### src/rtl/uart_rx_fifo.sv
// UART receiver (8N1, or 8E1 when UART_RX_PARITY_EN is defined) feeding a
// first-word-fall-through byte FIFO, all in the clk48 domain.
module uart_rx_fifo #(
  parameter int CLK_HZ     = 48000000,
  parameter int BAUD       = 115200,
  parameter int FIFO_DEPTH = 16
) (
  input  logic                        clk48,
  input  logic                        rst,
  input  logic                        uart_rx,
  output logic [7:0]                  rx_data,
  output logic                        rx_valid,
  input  logic                        rx_ready,
  output logic [$clog2(FIFO_DEPTH):0] rx_level,
  output logic                        rx_frame_err,
`ifdef UART_RX_PARITY_EN
  output logic                        rx_parity_err,
`endif
  output logic                        rx_overflow
);

  localparam int BIT_P  = CLK_HZ / BAUD;
  localparam int HALF_P = BIT_P / 2;
  localparam int CNT_W  = $clog2(BIT_P + 1);
  localparam int AW     = $clog2(FIFO_DEPTH);
  localparam int LW     = AW + 1;

  typedef enum logic [2:0] {
    IDLE,
    START,
    DATA,
`ifdef UART_RX_PARITY_EN
    PARITY,
`endif
    STOP,
    WAIT_IDLE
  } state_t;

  logic             sync1_q, sync1_d;
  logic             sync2_q, sync2_d;
  logic             prev_q, prev_d;
  state_t           state_q, state_d;
  logic [CNT_W-1:0] cnt_q, cnt_d;
  logic [2:0]       bit_q, bit_d;
  logic [7:0]       shift_q, shift_d;
  logic             push_q, push_d;
  logic [7:0]       push_byte_q, push_byte_d;
  logic             frame_err_q, frame_err_d;
`ifdef UART_RX_PARITY_EN
  logic             par_bad_q, par_bad_d;
  logic             parity_err_q, parity_err_d;
`endif

  logic [AW-1:0]    wr_ptr_q, wr_ptr_d;
  logic [AW-1:0]    rd_ptr_q, rd_ptr_d;
  logic [LW-1:0]    level_q, level_d;
  logic             overflow_q, overflow_d;
  logic [7:0]       mem_q [FIFO_DEPTH];

  logic             rx_s;
  logic             sample;
  logic             pop;
  logic             full;
  logic             wr_en;

  assign rx_s = sync2_q;

  // The edge detector compares against the previous synchronized sample, so
  // the line must be seen high then low after synchronization to start a frame.
  always_comb begin
    sync1_d = uart_rx;
    sync2_d = sync1_q;
    prev_d  = sync2_q;
  end

  always_comb begin
    state_d      = state_q;
    cnt_d        = cnt_q;
    bit_d        = bit_q;
    shift_d      = shift_q;
    push_d       = 1'b0;
    push_byte_d  = push_byte_q;
    frame_err_d  = 1'b0;
`ifdef UART_RX_PARITY_EN
    par_bad_d    = par_bad_q;
    parity_err_d = 1'b0;
`endif
    sample       = (cnt_q == '0);

    unique case (state_q)
      IDLE: begin
        if (prev_q && !rx_s) begin
          state_d = START;
          cnt_d   = CNT_W'(HALF_P - 1);
        end
      end
      START: begin
        if (!sample) begin
          cnt_d = cnt_q - CNT_W'(1);
        end else if (!rx_s) begin
          state_d = DATA;
          cnt_d   = CNT_W'(BIT_P - 1);
          bit_d   = 3'd0;
        end else begin
          state_d = IDLE;
        end
      end
      DATA: begin
        if (!sample) begin
          cnt_d = cnt_q - CNT_W'(1);
        end else begin
          shift_d = {rx_s, shift_q[7:1]};
          cnt_d   = CNT_W'(BIT_P - 1);
          bit_d   = bit_q + 3'd1;
          if (bit_q == 3'd7) begin
`ifdef UART_RX_PARITY_EN
            state_d = PARITY;
`else
            state_d = STOP;
`endif
          end
        end
      end
`ifdef UART_RX_PARITY_EN
      PARITY: begin
        if (!sample) begin
          cnt_d = cnt_q - CNT_W'(1);
        end else begin
          // Even parity: data bits plus parity bit must hold an even count of ones.
          par_bad_d    = (^shift_q) ^ rx_s;
          parity_err_d = (^shift_q) ^ rx_s;
          cnt_d        = CNT_W'(BIT_P - 1);
          state_d      = STOP;
        end
      end
`endif
      STOP: begin
        if (!sample) begin
          cnt_d = cnt_q - CNT_W'(1);
        end else if (rx_s) begin
`ifdef UART_RX_PARITY_EN
          push_d = !par_bad_q;
`else
          push_d = 1'b1;
`endif
          push_byte_d = shift_q;
          state_d     = IDLE;
        end else begin
          frame_err_d = 1'b1;
          state_d     = WAIT_IDLE;
        end
      end
      WAIT_IDLE: begin
        if (rx_s) begin
          state_d = IDLE;
        end
      end
      default: begin
        state_d = IDLE;
      end
    endcase
  end

  always_ff @(posedge clk48) begin
    if (rst) begin
      sync1_q      <= 1'b1;
      sync2_q      <= 1'b1;
      prev_q       <= 1'b1;
      state_q      <= IDLE;
      cnt_q        <= '0;
      bit_q        <= '0;
      shift_q      <= '0;
      push_q       <= 1'b0;
      push_byte_q  <= '0;
      frame_err_q  <= 1'b0;
`ifdef UART_RX_PARITY_EN
      par_bad_q    <= 1'b0;
      parity_err_q <= 1'b0;
`endif
    end else begin
      sync1_q      <= sync1_d;
      sync2_q      <= sync2_d;
      prev_q       <= prev_d;
      state_q      <= state_d;
      cnt_q        <= cnt_d;
      bit_q        <= bit_d;
      shift_q      <= shift_d;
      push_q       <= push_d;
      push_byte_q  <= push_byte_d;
      frame_err_q  <= frame_err_d;
`ifdef UART_RX_PARITY_EN
      par_bad_q    <= par_bad_d;
      parity_err_q <= parity_err_d;
`endif
    end
  end

  // A pop frees a slot in the same cycle, so push-on-full is accepted when popping.
  always_comb begin
    pop        = rx_valid && rx_ready;
    full       = (level_q == LW'(FIFO_DEPTH));
    wr_en      = push_q && (!full || pop);
    overflow_d = push_q && full && !pop;
    wr_ptr_d   = wr_en ? wr_ptr_q + AW'(1) : wr_ptr_q;
    rd_ptr_d   = pop ? rd_ptr_q + AW'(1) : rd_ptr_q;
    level_d    = level_q;
    if (wr_en && !pop) begin
      level_d = level_q + LW'(1);
    end else if (!wr_en && pop) begin
      level_d = level_q - LW'(1);
    end
  end

  always_ff @(posedge clk48) begin
    if (rst) begin
      wr_ptr_q   <= '0;
      rd_ptr_q   <= '0;
      level_q    <= '0;
      overflow_q <= 1'b0;
    end else begin
      wr_ptr_q   <= wr_ptr_d;
      rd_ptr_q   <= rd_ptr_d;
      level_q    <= level_d;
      overflow_q <= overflow_d;
    end
  end

  always_ff @(posedge clk48) begin
    if (wr_en) begin
      mem_q[wr_ptr_q] <= push_byte_q;
    end
  end

  assign rx_valid     = (level_q != '0);
  assign rx_level     = level_q;
  assign rx_data      = rx_valid ? mem_q[rd_ptr_q] : 8'h00;
  assign rx_frame_err = frame_err_q;
  assign rx_overflow  = overflow_q;
`ifdef UART_RX_PARITY_EN
  assign rx_parity_err = parity_err_q;
`endif

endmodule

### config.mk
export PLATFORM = sky130hd
export DESIGN_NAME = uart_rx_fifo
export DESIGN_NICKNAME = d
export VERILOG_FILES = /design/src/rtl/uart_rx_fifo.sv
export SDC_FILE = /design/constraint.sdc
export NUM_CORES = 1
export LEC_CHECK = 0
export ABC_AREA = 1
export CAP_MARGIN = 30
export CELL_PAD_IN_SITES_DETAIL_PLACEMENT = 0
export CELL_PAD_IN_SITES_GLOBAL_PLACEMENT = 1
export CORE_MARGIN = 2
export CORE_UTILIZATION = 44
export CTS_CLUSTER_DIAMETER = 200
export DETAILED_ROUTE_END_ITERATION = 10
export HOLD_SLACK_MARGIN = 0.03
export PLACE_DENSITY = 0.75
export SLEW_MARGIN = 15
export SYNTH_ARGS = -nofsm -noshare
export SYNTH_HDL_FRONTEND = slang
export SYNTH_SLANG_ARGS = --single-unit
### constraint.sdc
create_clock -name clk48 -period 1.88 [get_ports clk48]
set_input_delay 0.282 -clock clk48 [delete_from_list [all_inputs] [get_ports clk48]]
set_output_delay 0.282 -clock clk48 [all_outputs]
set_load 0.05 [all_outputs]
==> results of run 1 <==
==> worst max-delay path, stage by stage, from the launching register on <==
cell       delay [ns]
dfxtp_4          0.44
inv_8            0.08
clkbuf_16        0.17
buf_4            0.16
nor2_1           0.08
nor2_1           0.07
o31ai_2          0.25
a21oi_2          0.11
buf_12           0.17
==> registers in the layout, summed over array words and instances (netlist names), named ones only <==
register and count:
rd_ptr_q 4, state_q 3, prev_d 1, rx_frame_err 1
push_byte_q 8, cnt_q 9, mem_q 128, push_q 1
rx_level 5, bit_q 3, wr_ptr_q 4, prev_q 1
shift_q 8, rx_overflow 1, sync1_q 1
==> Yosys cell counts, drive strengths merged <==
| master | instances |
|---|---|
| ha | 13 |
| o31ai | 16 |
| nand2 | 171 |
| nand3b | 3 |
| nand3 | 53 |
| o21ai | 50 |
| o21a | 1 |
| xnor2 | 2 |
| clkbuf | 17 |
| or2 | 3 |
| a21oi | 72 |
| fa | 1 |
| buf | 12 |
| nor2 | 96 |
| xor2 | 6 |
| a31oi | 1 |
| nor3 | 3 |
| edfxtp | 128 |
| inv | 55 |
| dfxtp | 54 |
| a211oi | 2 |
==> cells by family after synthesis <==
kind of cell               share of synthesized area (%)
and+or+nand+nor                                     18.4
DFF                                                 63.6
AOI/OAI and AO/OA                                   10.2
buffers and inverters                               4.50
adders and majority gates                           2.36
xor gates and xnor gates                           0.906
==> final cells by class <==
cell class / count / area [um2] / share of cell area (%)
Sequential cell: 182 / 4950 / 51.0
Clock buffer: 18 / 439 / 4.52
Timing Repair Buffer: 82 / 897 / 9.24
Multi-Input combinational cell: 493 / 2760 / 28.4
Tap cell: 225 / 282 / 2.90
Timing Repair inverter: 1 / 7.51 / 0.0773
Inverter: 55 / 235 / 2.42
Clock inverter: 14 / 139 / 1.43
==> metrics by stage <==
| step | util (%) | TNS [ns] | cells | setup WS [ns] |
|---|---|---|---|---|
| 2_1_floorplan | - | -0.216 | 759 | -0.193 |
| 3_3_place_gp | 50.5 | -13.36 | 1027 | -0.341 |
| 3_5_place_dp | 50.5 | -17.05 | 1027 | -0.381 |
| 4_1_cts | 55.5 | -3.30 | 1069 | -0.401 |
| 5_1_grt | 56.3 | -4.11 | 1070 | -0.455 |
| 6_report | 56.3 | -3.06 | 1070 | -0.370 |
==> routing by layer <==
layer,wire [um],track usage (%),vias up
li1,-,-,2737
met1,8180,26.6,2672
met2,8580,33.2,102
met3,640,3.22,19
met4,245,6.89,0
met5,0,0,-
==> how the worst min path moves through the flow <==
stage,from,end,cells past startpoint
after CTS,uart_rx,sync1_q$_SDFF_PP1_,2
after detailed placement,sync1_q$_SDFF_PP1_,prev_d$_SDFF_PP1_,1
after global routing,uart_rx,sync1_q$_SDFF_PP1_,2
after global placement,sync1_q$_SDFF_PP1_,prev_d$_SDFF_PP1_,1
after floorplan,uart_rx,sync1_q$_SDFF_PP1_,1
final,uart_rx,sync1_q$_SDFF_PP1_,2
==> where the power goes <==
| part | internal [mW] | total (mW) | switching [mW] | leakage, nW |
|---|---|---|---|---|
| clock network | 1.79 | 3.42 | 1.63 | 0.286 |
| logic | 2.48 | 6.18 | 3.70 | 1.74 |
| registers | 4.54 | 4.81 | 0.262 | 1.84 |
| total | 8.82 | 14.4 | 5.59 | 3.87 |
==> what timing repair did <==
| item | CTS | global route |
|---|---|---|
| endpoints found under the setup margin | 12 | 140 |
| gates resized for setup | 44 | 35 |
| pin swaps | 10 | 11 |
| setup buffers | 8 | 2 |
| cloned | 2 | 1 |
==> results.md, run 1 <==
* Outcome: complete, but fails checks
* Violated checks: negative setup slack
* Reg-to-reg setup timing slack at -0.15 ns
* Rows at 48
* LEAKAGE at between 3 and 4 nW
* Setup CP Type: reg2out
* Clock sinks at between 150 and 200
* ANT cells at 0
* Yosys cell types at 39
* Inserted Clock Buffers at 17
* Final WS setup at -0.370 ns
* Vias per inst at 5.17
* Post-Synthesis Cells at ~760
* Post-Syn Area at between 7000 and 8000 um2
* Detail Placement HPWL at about 11 mm
* Synth top area share at approximately 50%
* Clk pin slew, worst setup/hold paths at 0.07 ns
* Largest cells by area after synthesis: edfxtp_1 50%, dfxtp_1 14%, nand2_1 8.1%, a21oi_1 4.5%, nor2_1 4.5%
* Final wirelength at around 18 mm
* RSZ-0062 raised after global routing: yes
* Max clock buf depth at 2
* Layout Nets at 850
* 1st-pass router iterations at 5
* Largest area contributor in the netlist: edfxtp_1
* Final hold slack at 0.403 ns
* Initial core utilization at 44.9%
* Area grow syn2layout at 25.4%
* # hold bufs at CTS at 0
* H-tree depth at 4
* Max-cap violation count at 0
* Core area at 17200 um2
* First-pass GRT wire length at between 20 and 30 mm
* R2R Path Start: rx_level[1]$_SDFFE_PP0P_
* CP Launch Type: flop
* TritonCTS clock tree: yes
* DR DRC count at 0
* Power Total at 14.4 mW
* Die span in x at ~140 um
* Worst-Skew Late Latency at between 0.4 and 0.5 ns
* Synth Area per Inst at just over 10 um2
* Seq/Total Area, Yosys at a little under two thirds
* Fillers at ~1400
* Worst EP arrival at between 1.5 and 2 ns
* Slew Viols, Final at 0
* Final min period at between 2 and 2.5 ns
* Most frequent cells in the layout: 156 x nand2_1, 128 x edfxtp_1, 87 x nor2_1, 50 x buf_4, 47 x nand3_1
* Synth warnings at 0
* Req. time, crit path at 1.60 ns
* IO Pins at 20
* Gr ovfl total at 0
* Vias in the first global route at 5400
* Synth Register Bits at between 150 and 200
* Wire per inst at 16.5 um
* Root Buffer: clkbuf_16
* Worst-Margin Slew at 0.817 ns
* Dpl cell area at 8700 um2
* Highest Clock Rate at around 440 MHz
* Die ar. at 18700 um2
* Layout cells sized above 1 at between 20 and 25%
* R2R depth at 15
* Crit. End Element: output port
* Crit-path max FO at 10
* Initial drt markers at 440
* VDD IR-drop max at ~1300 uV
* Pin count of the biggest net entering global routing at 37
* Final Hold Fails at 0
* Post-synth net total at roughly 780
* Final period util at 120%
* Slew HR at about 45%
* Setup violators final at 11
* Die height at 137 um
* GP Congestion at 0.789
* Routed vias at roughly 5500
* Critical path endpoint: rx_data[5]
* Antenna-violating nets left at 0
* Port buffer count at 19
* PD cells at about 1500 nW/um2
* Clock Skew at approximately 0.01 ns
* Hold crit path type: in2reg
* Antenna violations before repair at 0
* Worst reg2reg endpoint: rx_level[4]$_SDFFE_PP0P_
* Fin area at 9710 um2
* Commonest non-fill, non-tap cell in the layout: nand2_1
* Global-route usage over all layers at about 20%
No activity file was read; power rests on OpenSTA's default activity.
==> run 2, diff against run 1 <==
CORE_UTILIZATION = 35   (was 44)
HOLD_SLACK_MARGIN = 0.06   (was 0.03)
PLACE_DENSITY = 0.62   (was 0.75)
SETUP_SLACK_MARGIN = 0.15   (was not set)
==> results.md, run 2 (synthesis results as in run 1) <==
* Outcome: complete, but fails checks
* Violated checks: negative setup slack
* 1st-pass router iterations at 5 (unchanged)
* R2R Path Start: rx_level[0]$_SDFFE_PP0P_
* Die span in x at 153 um (+12%)
* Final min period at 2.30 ns (+0.0506 ns)
* Clock sinks at 182 (unchanged)
* Highest Clock Rate at 435 MHz (-2.2%)
* Final WS setup at -0.421 ns (-0.0506 ns)
* Worst-Skew Late Latency at 0.43 ns (about the same)
* Largest register FFs at 128 (unchanged)
* DR DRC count at 0 (unchanged)
* CP Launch Type: flop
* Vias per inst at 4.91 (-5.1%)
* Port buffer count at 19 (unchanged)
* Antenna-violating nets left at 0 (unchanged)
* Slowest CP cell: dfxtp_4
* Max clock buf depth at 2 (unchanged)
* Slew HR at 67.2% (+22 points)
* Wire per inst at 16.9 um (+2.5%)
* Core area at 21800 um2 (+26%)
* RSZ-0062 raised after global routing: yes
* Final Hold Fails at 0 (unchanged)
* Worst path cell trace: buf_12 > clkbuf_16 > nand2_4 > nand3_2 > nand2_2 > a21oi_4 > o31ai_4 > a21oi_4 > buf_12
* Dpl ws at -0.349 ns (+0.0327 ns)
* Pin count of the biggest net entering global routing at 33 (-11%)
* Final hold slack at 0.414 ns (+0.0108 ns)
* Vias in the first global route at 5560 (+3.0%)
* Layout Nets at 877 (+3.2%)
* GP Congestion at 0.802 (+1.7%)
* Initial core utilization at 35.6% (-9.3 points)
* Die height at 153 um (+12%)
* VDD IR-drop max at 1190 uV (-9.8%)
* Worst-Margin Slew at 0.492 ns (-0.324 ns)
* Hold crit path type: reg2reg
* Most frequent cells in the layout: 148 x nand2_1, 128 x edfxtp_1, 73 x nor2_1, 50 x buf_4, 47 x dfxtp_1
* Global-route usage over all layers at 16.5% (-3.4 points)
* Dpl cell area at 9020 um2 (+3.6%)
* Clk pin slew, worst setup/hold paths at 0.07 ns (about the same)
* Area grow syn2layout at 37.5%
* PD cells at 1460 nW/um2 (-2.0%)
* Setup CP Type: reg2out
* CP bufs+invs at 3 (-1)
* HP Start: sync1_q$_SDFF_PP1_
* First-pass GRT wire length at 29.8 mm (+6.7%)
* Gr ovfl total at 0 (unchanged)
* Inserted Clock Buffers at 17 (unchanged)
* Req. time, crit path at 1.60 ns (about the same)
* LEAKAGE at 4.09 nW (+5.6%)
* Initial drt markers at 312 (-29%)
* Rows at 54 (+13%)
* Biggest registers after layout: mem_q (128), cnt_q (9)
* TritonCTS clock tree: yes
* Root Buffer: clkbuf_16
* Fin area at 10600 um2 (+9.6%)
* Detail Placement HPWL at 12.1 mm (+9.3%)
* Setup violators final at 11 (unchanged)
* Layout cells sized above 1 at 31.9% (+7.7 points)
* Clock Skew at 0.0113 ns (+0.00119 ns)
* Crit-path max FO at 8 (-2)
* # hold bufs at CTS at 0 (unchanged)
* Top reg by flops: mem_q
* Routed vias at 5652 (+2.2%)
* Max-cap violation count at 0 (unchanged)
* Max incr delay on CP at 0.42 ns (-0.02 ns)
* Antenna violations before repair at 0 (unchanged)
* IO Pins at 20 (unchanged)
* Commonest non-fill, non-tap cell in the layout: nand2_1
* H-tree depth at 4 (unchanged)
* CP top delay family: compound AO/OA/AOI/OAI gates
* Final period util at 122% (+2.7 points)
* Worst EP arrival at 2.02 ns (+0.05 ns)
* Final wirelength at 19.5 mm (+10%)
* Crit. End Element: output port
* Power Total at 15.5 mW (+7.5%)
* ANT cells at 0 (unchanged)
* Die ar. at 23300 um2 (+25%)
* Slew Viols, Final at 0 (unchanged)
[run 2: cell count changes in the layout (fill, tap and decap cells not counted), sizes merged]
cell	before	now
clkinv	7	4
bufbuf	0	1
clkinvlp	4	2
dlygate4sd2	1	3
clkbuf	19	23
buf	75	99
inv	59	61
bufinv	0	1
clkdlybuf4s50	5	3
[run 2: timing repair]
action | 4_1_cts | 5_1_grt
pin swaps | 8 | 47
setup endpoints to repair | 104 | 143
hold endpoints to repair | 0 | 0
buffers inserted | 4 | 11
gates cloned | 3 | 4
gates resized for setup | 82 | 92
[run 2: area by class of cell]
class	count	area [um2]
Sequential cell	182	4950
Clock buffer	19	454
Tap cell	280	350
Timing Repair Buffer	110	1310
Clock inverter	13	136
Multi-Input combinational cell	493	3200
Inverter	55	241
Fill cell	1979	11100
[run 2: routing by layer]
| metal | global-route usage, % | vias up | routed length, um |
|---|---|---|---|
| li1 | - | 2794 | - |
| met1 | 21.3 | 2709 | 8970 |
| met2 | 28.0 | 119 | 9380 |
| met3 | 2.65 | 30 | 712 |
| met4 | 6.17 | 0 | 414 |
| met5 | 0 | - | 0 |
[run 2: final timing paths]
kind,to,slack [ns],cells past startpoint
setup / recovery,rx_data[0],-0.42,9
hold reg to reg,prev_d$_SDFF_PP1_,0.41,1
setup reg to reg,rx_level[2]$_SDFFE_PP0P_,-0.15,13
hold / removal,prev_d$_SDFF_PP1_,0.41,1
[run 2: power breakdown]
| part | internal, mW | switching [mW] | total [mW] |
|---|---|---|---|
| Combinational | 3.02 | 4.13 | 7.15 |
| Sequential | 4.55 | 0.230 | 4.78 |
| Clock | 1.95 | 1.60 | 3.55 |
| Total | 9.52 | 5.96 | 15.5 |
[run 2: metrics by stage]
| stage | utilization [%] | instances | setup TNS [ns] |
|---|---|---|---|
| 2_1_floorplan | - | 759 | -0.246 |
| 3_3_place_gp | 41.5 | 1098 | -18.07 |
| 3_5_place_dp | 41.5 | 1098 | -22.86 |
| 4_1_cts | 46.2 | 1137 | -3.55 |
| 5_1_grt | 48.9 | 1152 | -4.57 |
| 6_report | 48.9 | 1152 | -3.60 |
==> edit 1, RTL diff (flow settings as in run 1) <==
Put one more register stage on the output `rx_level`, without a reset. The value now appears one clock later. The other outputs are not delayed to match.
--- a/src/rtl/uart_rx_fifo.sv
+++ b/src/rtl/uart_rx_fifo.sv
@@ -234,3 +234,5 @@
   assign rx_valid     = (level_q != '0);
-  assign rx_level     = level_q;
+  always_ff @(posedge clk48) begin
+    rx_level <= level_q;
+  end
   assign rx_data      = rx_valid ? mem_q[rd_ptr_q] : 8'h00;
Formal check against the unedited RTL: same outputs for any inputs over 10 cycles, from zero or initial values and one cycle with rst high; that may be too few to reach the edited logic, so the function may still have changed.
==> edit 1 against run 1 <==
- clock skew down 3.0 ps
- count of clock-buffer cells in the layout increased by 1
- non-clock buffer count increased by 9
- critical endpoint is now rx_data[3]
- highest routed layer unchanged
- wire length grew 5.9%
- sequential cell count rose by 5
- largest cell class unchanged
- total power up 4.5%
- critical path type unchanged
- combinational power up 12%
- sequential power grew 1%
- design area is 4.0% higher
- the flow still finishes with violations (negative setup slack)
- area after synthesis up 1.5%
- setup slack gained 48 ps
==> edit 1: results (changes against run 1) <==
Peak ir drop on the vdd network: 1.546 mV (+17%). The final reports fail on negative setup slack. The number of enable-type register cells in the synthesized netlist is 128 (unchanged), and the routed via count is 5681 (+2.7%).

The sequential cell area fraction in the yosys report came out at 63.97% (+0.32 points). The detailed-placement wirelength estimate is 11690 µm (+5.4%). The global routing usage on met3 was 3.422% (+0.20 points); the number of antenna repair diodes was 0 (unchanged). For the cell area after placement, the log shows 8853 µm² (+1.7%).

By area the synthesized netlist is led by sky130_fd_sc_hd__edfxtp_1 (49%), sky130_fd_sc_hd__dfxtp_1 (15%), sky130_fd_sc_hd__nand2_1 (8.8%). In this run the clock root is driven by a sky130_fd_sc_hd__clkbuf_16. The net count after synthesis was 793 (+2.1%); the met2 track demand over resource was 34.88% (+1.7 points). Global-route met1 utilization: 25.85% (-0.76 points). The fraction of layout cells with a size suffix above 1 was 28.82% (+4.7 points).

The tools report the number of antenna violations at the first check in global routing as 0 (unchanged). In the final layout, the registers with the most flip-flops are mem_q: 128 flops, cnt_q: 9 flops. The count of synthesis-stage warnings from yosys was 0 (unchanged). Horizontal extent of the die: 137.6 µm (+0.73%). The worst-case clock buffer depth was 2 (unchanged); the number of buffers inserted during clock tree synthesis was 17 (unchanged). For the global-route wire length before repair, the log shows 28380 µm (+1.5%). The maximum fanout along the worst path is 18 (+8). The leakage power came out at 0.003910 µW (+1.0%). The share of synthesized registers carrying an async set or reset was 0% (unchanged); the slew of the pin with the lowest slew margin was 754.9 ps (-62.00 ps).

The path class of the lowest-slack min-delay path was flop to flop. The clock latency on the worst-skew pair was 430 ps (about the same). Initial detailed-routing violation count: 414 (-5.9%).

The run gives 30 (-23%) as the count of different cell masters after synthesis. First-pass iteration count of the detailed router: 4 (-1). For the total global routing track utilization, the log shows 20.31% (+0.34 points). The tools report the via count of the first global-routing pass as 5431 (+0.57%). The master of the slowest instance on the critical path is sky130_fd_sc_hd__dfxtp_4. Average wire per cell in the routed design: 17.16 µm (+4.0%).

The run gives 7.084 ps (-2.995 ps) as the clock skew after layout. The flow ran to the end, but the final reports show violations. Sorting the synthesized cells by how often they occur yields sky130_fd_sc_hd__nand2_1 (184), sky130_fd_sc_hd__edfxtp_1 (128), sky130_fd_sc_hd__nand3_1 (111). The final weighted congestion in routability-driven placement is 0.8130 (+3.1%), and the worst setup slack after layout is -322.6 ps (+47.55 ps). The number of buffers inserted by port buffering is 19 (unchanged), and the number of max-slew violations in the final report is 0 (unchanged). The data arrival time of the critical path was 1920 ps (-50 ps); the clock transition at the registers of the reported paths was 70 ps (about the same).

The worst slack at placement was -447.0 ps (-65.66 ps). For this run, the slowest stage of the critical path takes 450 ps. The number of H-tree branching levels was 4 (unchanged); the final setup violation count was 11 (unchanged).

The number of nets in the layout was 871 (+2.5%); the pin count of the biggest net entering global routing was 20 (-46%).
## edit 1: cell count changes after synthesis, moves of 8 or more
cell / change
sky130_fd_sc_hd__nor2_1: -26
sky130_fd_sc_hd__a21oi_1: -23
sky130_fd_sc_hd__o31ai_1: -16
sky130_fd_sc_hd__nand3_1: +61
sky130_fd_sc_hd__o21a_1: +8
sky130_fd_sc_hd__nand2_1: +18
sky130_fd_sc_hd__nand2_2: +8
sky130_fd_sc_hd__o21ai_0: -15
## edit 1: per-layer routing
metal / share of wire (%) / up-vias
met5: 0 / -
met4: 2.1 / 0
met3: 4.2 / 33
met2: 51 / 159
met1: 43 / 2714
li1: - / 2775
## edit 1: layout make-up
type,instances,area [µm²]
fillers,1446,7259
flip-flops and latches,187,5032
multi-input cells,504,2984
repair buffers,91,1052
clock buffers,19,432.9
well taps,225,281.5
inverters,52,215.2
clock inverters,11,98.84
## edit 1: what timing repair did
action                     in CTS  in global routing
hold buffers                    0                  0
resized for setup              53                 73
setup endpoints to repair      11                 21
pin swaps                      34                 48
buffers inserted                5                  4
cloned                          3                  4
## edit 1: worst paths after layout
| check | startpoint | endpoint | slack, ps | depth (start not counted) |
|---|---|---|---|---|
| setup / recovery | flop | rx_data[3] | -320 | 8 |
| hold / removal | sync1_q | prev_d | 410 | 1 |
| setup reg to reg | level_q[3] | level_q[4] | -210 | 16 |
| hold reg to reg | sync1_q | prev_d | 410 | 1 |
## edit 1: through the flow
| step | setup TNS [ps] | std cells | power, µW |
|---|---|---|---|
| after floorplan | -1042 | 775 | 8084 |
| after global placement | -10580 | 1046 | 10840 |
| after detailed placement | -12440 | 1046 | 10890 |
| after CTS | -2685 | 1084 | 14720 |
| after global routing | -3698 | 1089 | 15810 |
| final | -2658 | 1089 | 15060 |
## edit 1: kinds of logic (layout without fill, tap and decap cells)
family | Yosys count | count (layout) | synth area share, %
AO/OA/AOI/OAI | 89 | 89 | 6.053
adder cells (fa/ha/maj) | 14 | 14 | 2.326
flip-flops | 187 | 187 | 63.97
buffers and inverters | 84 | 173 | 4.460
AND/OR/NAND/NOR | 390 | 390 | 21.97
XOR/XNOR | 11 | 11 | 1.226
## edit 1: report_power, final
part	internal (µW)	switching [µW]
sequential	4640	244
combinational	2900	3990
clock	1800	1480
## edit 1: critical path, delay by kind of cell, from the launching register on
family	cells	cell delay [ps]
buf+inv	3	470
flops	1	450
compound gates	2	310
simple gates	3	260
==> edit 2, RTL diff (settings of run 1) <==
Made on the original files. The option `UART_RX_PARITY_EN` is turned on by a define.
--- a/src/rtl/uart_rx_fifo.sv
+++ b/src/rtl/uart_rx_fifo.sv
@@ -2,2 +2,4 @@
 // first-word-fall-through byte FIFO, all in the clk48 domain.
+`define UART_RX_PARITY_EN
+
 module uart_rx_fifo #(
Formal check against the unedited RTL (old outputs only; new: rx_parity_err): no difference found for any inputs over 10 cycles, from zero or initial values and one cycle with rst high; that may be too few to reach the edited logic, so the function may still have changed.
==> edit 2 against run 1 <==
- the run still ends with negative setup slack left
- synthesized cell count rose by 9.4%
- sequential cell count up 2
- setup slack better by 12 ps
- non-clock buffer count grew 7
- total power is 1.1% lower
- critical endpoint is now rx_data[2]
- wire length rose by 13%
- largest cell class unchanged
- area after synthesis is 3.3% higher
- clock skew increased by 2.6 ps
- sequential power fell by 2%
- design area rose by 6.9%
- global-route usage decreased by 0.31 points
==> edit 2: results (changes against run 1) <==
Number of buffers inserted by port buffering: 20 (+1). The logs give 25.0% (+1.3 points) for the clock group share of total power and 9000 µm² (+3.4%) for the cell area after placement. The tools report the final wirelength as 19960 µm (+13%). By count the netlist is led by sky130_fd_sc_hd__nand2_1 (225), sky130_fd_sc_hd__edfxtp_1 (128), sky130_fd_sc_hd__nand3_1 (120). The run gives 925 (+8.8%) as the number of nets in the layout. For the sequential cell area fraction in the yosys report, the log shows 62.09% (-1.6 points). After synthesis, the cell types taking the most area are sky130_fd_sc_hd__edfxtp_1 (48%), sky130_fd_sc_hd__dfxtp_1 (14%), sky130_fd_sc_hd__nand2_1 (11%).

The routed length on met1 is 8356 µm (+2.1%). For the via count of the first global-routing pass, the log shows 5745 (+6.4%). Length of routed met2 wiring: 10310 µm (+20%).

The worst-case clock buffer depth came out at 2 (unchanged). Worst setup slack after layout: -357.9 ps (+12.24 ps). The fraction of layout cells with a size suffix above 1 was 26.74% (+2.6 points). For the global-route met1 utilization, the log shows 25.05% (-1.6 points). For the peak ir drop on the vdd network, the log shows 0.8639 mV (-34%). Data on the critical path arrives at its endpoint at 1960 ps. The run gives 848 (+9.1%) as the net count after synthesis. The total negative slack for setup checks is -2877 ps (+185.9 ps).

The detailed-placement wirelength estimate was 12640 µm (+14%). The number of enable-type register cells in the synthesized netlist is 128 (unchanged). The instance count along the most critical hold path came out at 1 (-1). In this run the most critical hold path is launched from sync1_q.

The tools report the leakage power as 0.004141 µW (+7.0%). The path class of the lowest-slack min-delay path was flop to flop. The clock transition at the registers of the reported paths is 70 ps (about the same), and the final weighted congestion in routability-driven placement is 0.7970 (+1.1%). The first-pass iteration count of the detailed router came out at 4 (-1).

Clock skew after layout: 12.65 ps (+2.567 ps). The total global routing track utilization is 19.66% (-0.31 points), and the sequential-cell power consumption is 4710 µW (-2%). The pin count of the biggest net entering global routing was 33 (-11%). The run gives 33.99% (+0.80 points) as the met2 track demand over resource.

The critical path ends at rx_data[2]. The initial detailed-routing violation count was 565 (+28%); the net switching fraction of the power was 36.97% (-1.8 points). The power density of the placed cells is 1373 nW/µm² (-7.5%), and the global routing usage on met3 is 2.762% (-0.46 points). The number of cell instances on the worst register-to-register path was 16 (+1); the maximum fanout along the worst path was 14 (+4). The routed via count is 6071 (+9.8%). The length of routed met3 wiring was 978 µm (+53%). The worst slack on hold paths was 410.6 ps (+7.688 ps); the final setup violation count was 11 (unchanged).

Worst min-delay path endpoint: prev_d. Predominant post-synthesis flop cell: sky130_fd_sc_hd__edfxtp_1. The count of different cell masters after synthesis is 33 (-15%), and the global-route wire length before repair is 29650 µm (+6.0%). The run finished, with violations left. The final reports fail on negative setup slack.
==> edit 2: cell types whose count changed after synthesis, sizes merged, moves of 7 or more <==
cell   delta
o21ai    -12
nand3    +68
o21a      +7
nor2     -37
nand2    +64
a21oi    -18
inv      +11
o31ai    -16
==> edit 2: cell type report <==
class                           instances  share of cell area (%)
Inverter                               66                   2.737
Clock inverter                         14                   1.580
Timing Repair Buffer                   89                   10.25
Multi-Input combinational cell        549                   30.47
Sequential cell                       184                   48.06
Clock buffer                           18                   4.136
Tap cell                              229                   2.761
==> edit 2: critical path, cell delays in order, from the launching register on <==
cell and delay, ps:
sky130_fd_sc_hd__dfxtp_4 370, sky130_fd_sc_hd__buf_12 150, sky130_fd_sc_hd__clkinv_16 90, sky130_fd_sc_hd__buf_12 160
sky130_fd_sc_hd__nand2_1 70, sky130_fd_sc_hd__nand3_2 120, sky130_fd_sc_hd__nand3_4 110, sky130_fd_sc_hd__a21oi_2 60
sky130_fd_sc_hd__o21a_1 230, sky130_fd_sc_hd__buf_12 150
==> edit 2: logic make-up (layout without fill, tap and decap cells) <==
logic type               Yosys count  in the layout  synth area share (%)
AND/OR/NAND/NOR                  425            425                 23.16
flip-flops                       184            184                 62.09
AO/OA/AOI/OAI                    101            101                 6.650
buffers and inverters             97            187                 4.835
adder cells (fa/ha/maj)           14             14                 2.285
XOR/XNOR                           9              9                0.9857
==> edit 2: repair_timing <==
item,4_1_cts,5_1_grt
cloned,2,10
buffers inserted,1,6
gates resized for setup,45,58
pin swaps,11,27
endpoints found under the setup margin,14,12
hold buffers,0,0
==> edit 2: through the flow <==
step	power [µW]	setup slack [ps]	instances
floorplan	7920	-482.3	830
CTS	13390	-308.9	1133
global placement	9439	-280.8	1098
global route	14940	-429.3	1149
finish	14250	-357.9	1149
detailed placement	9522	-350.1	1098
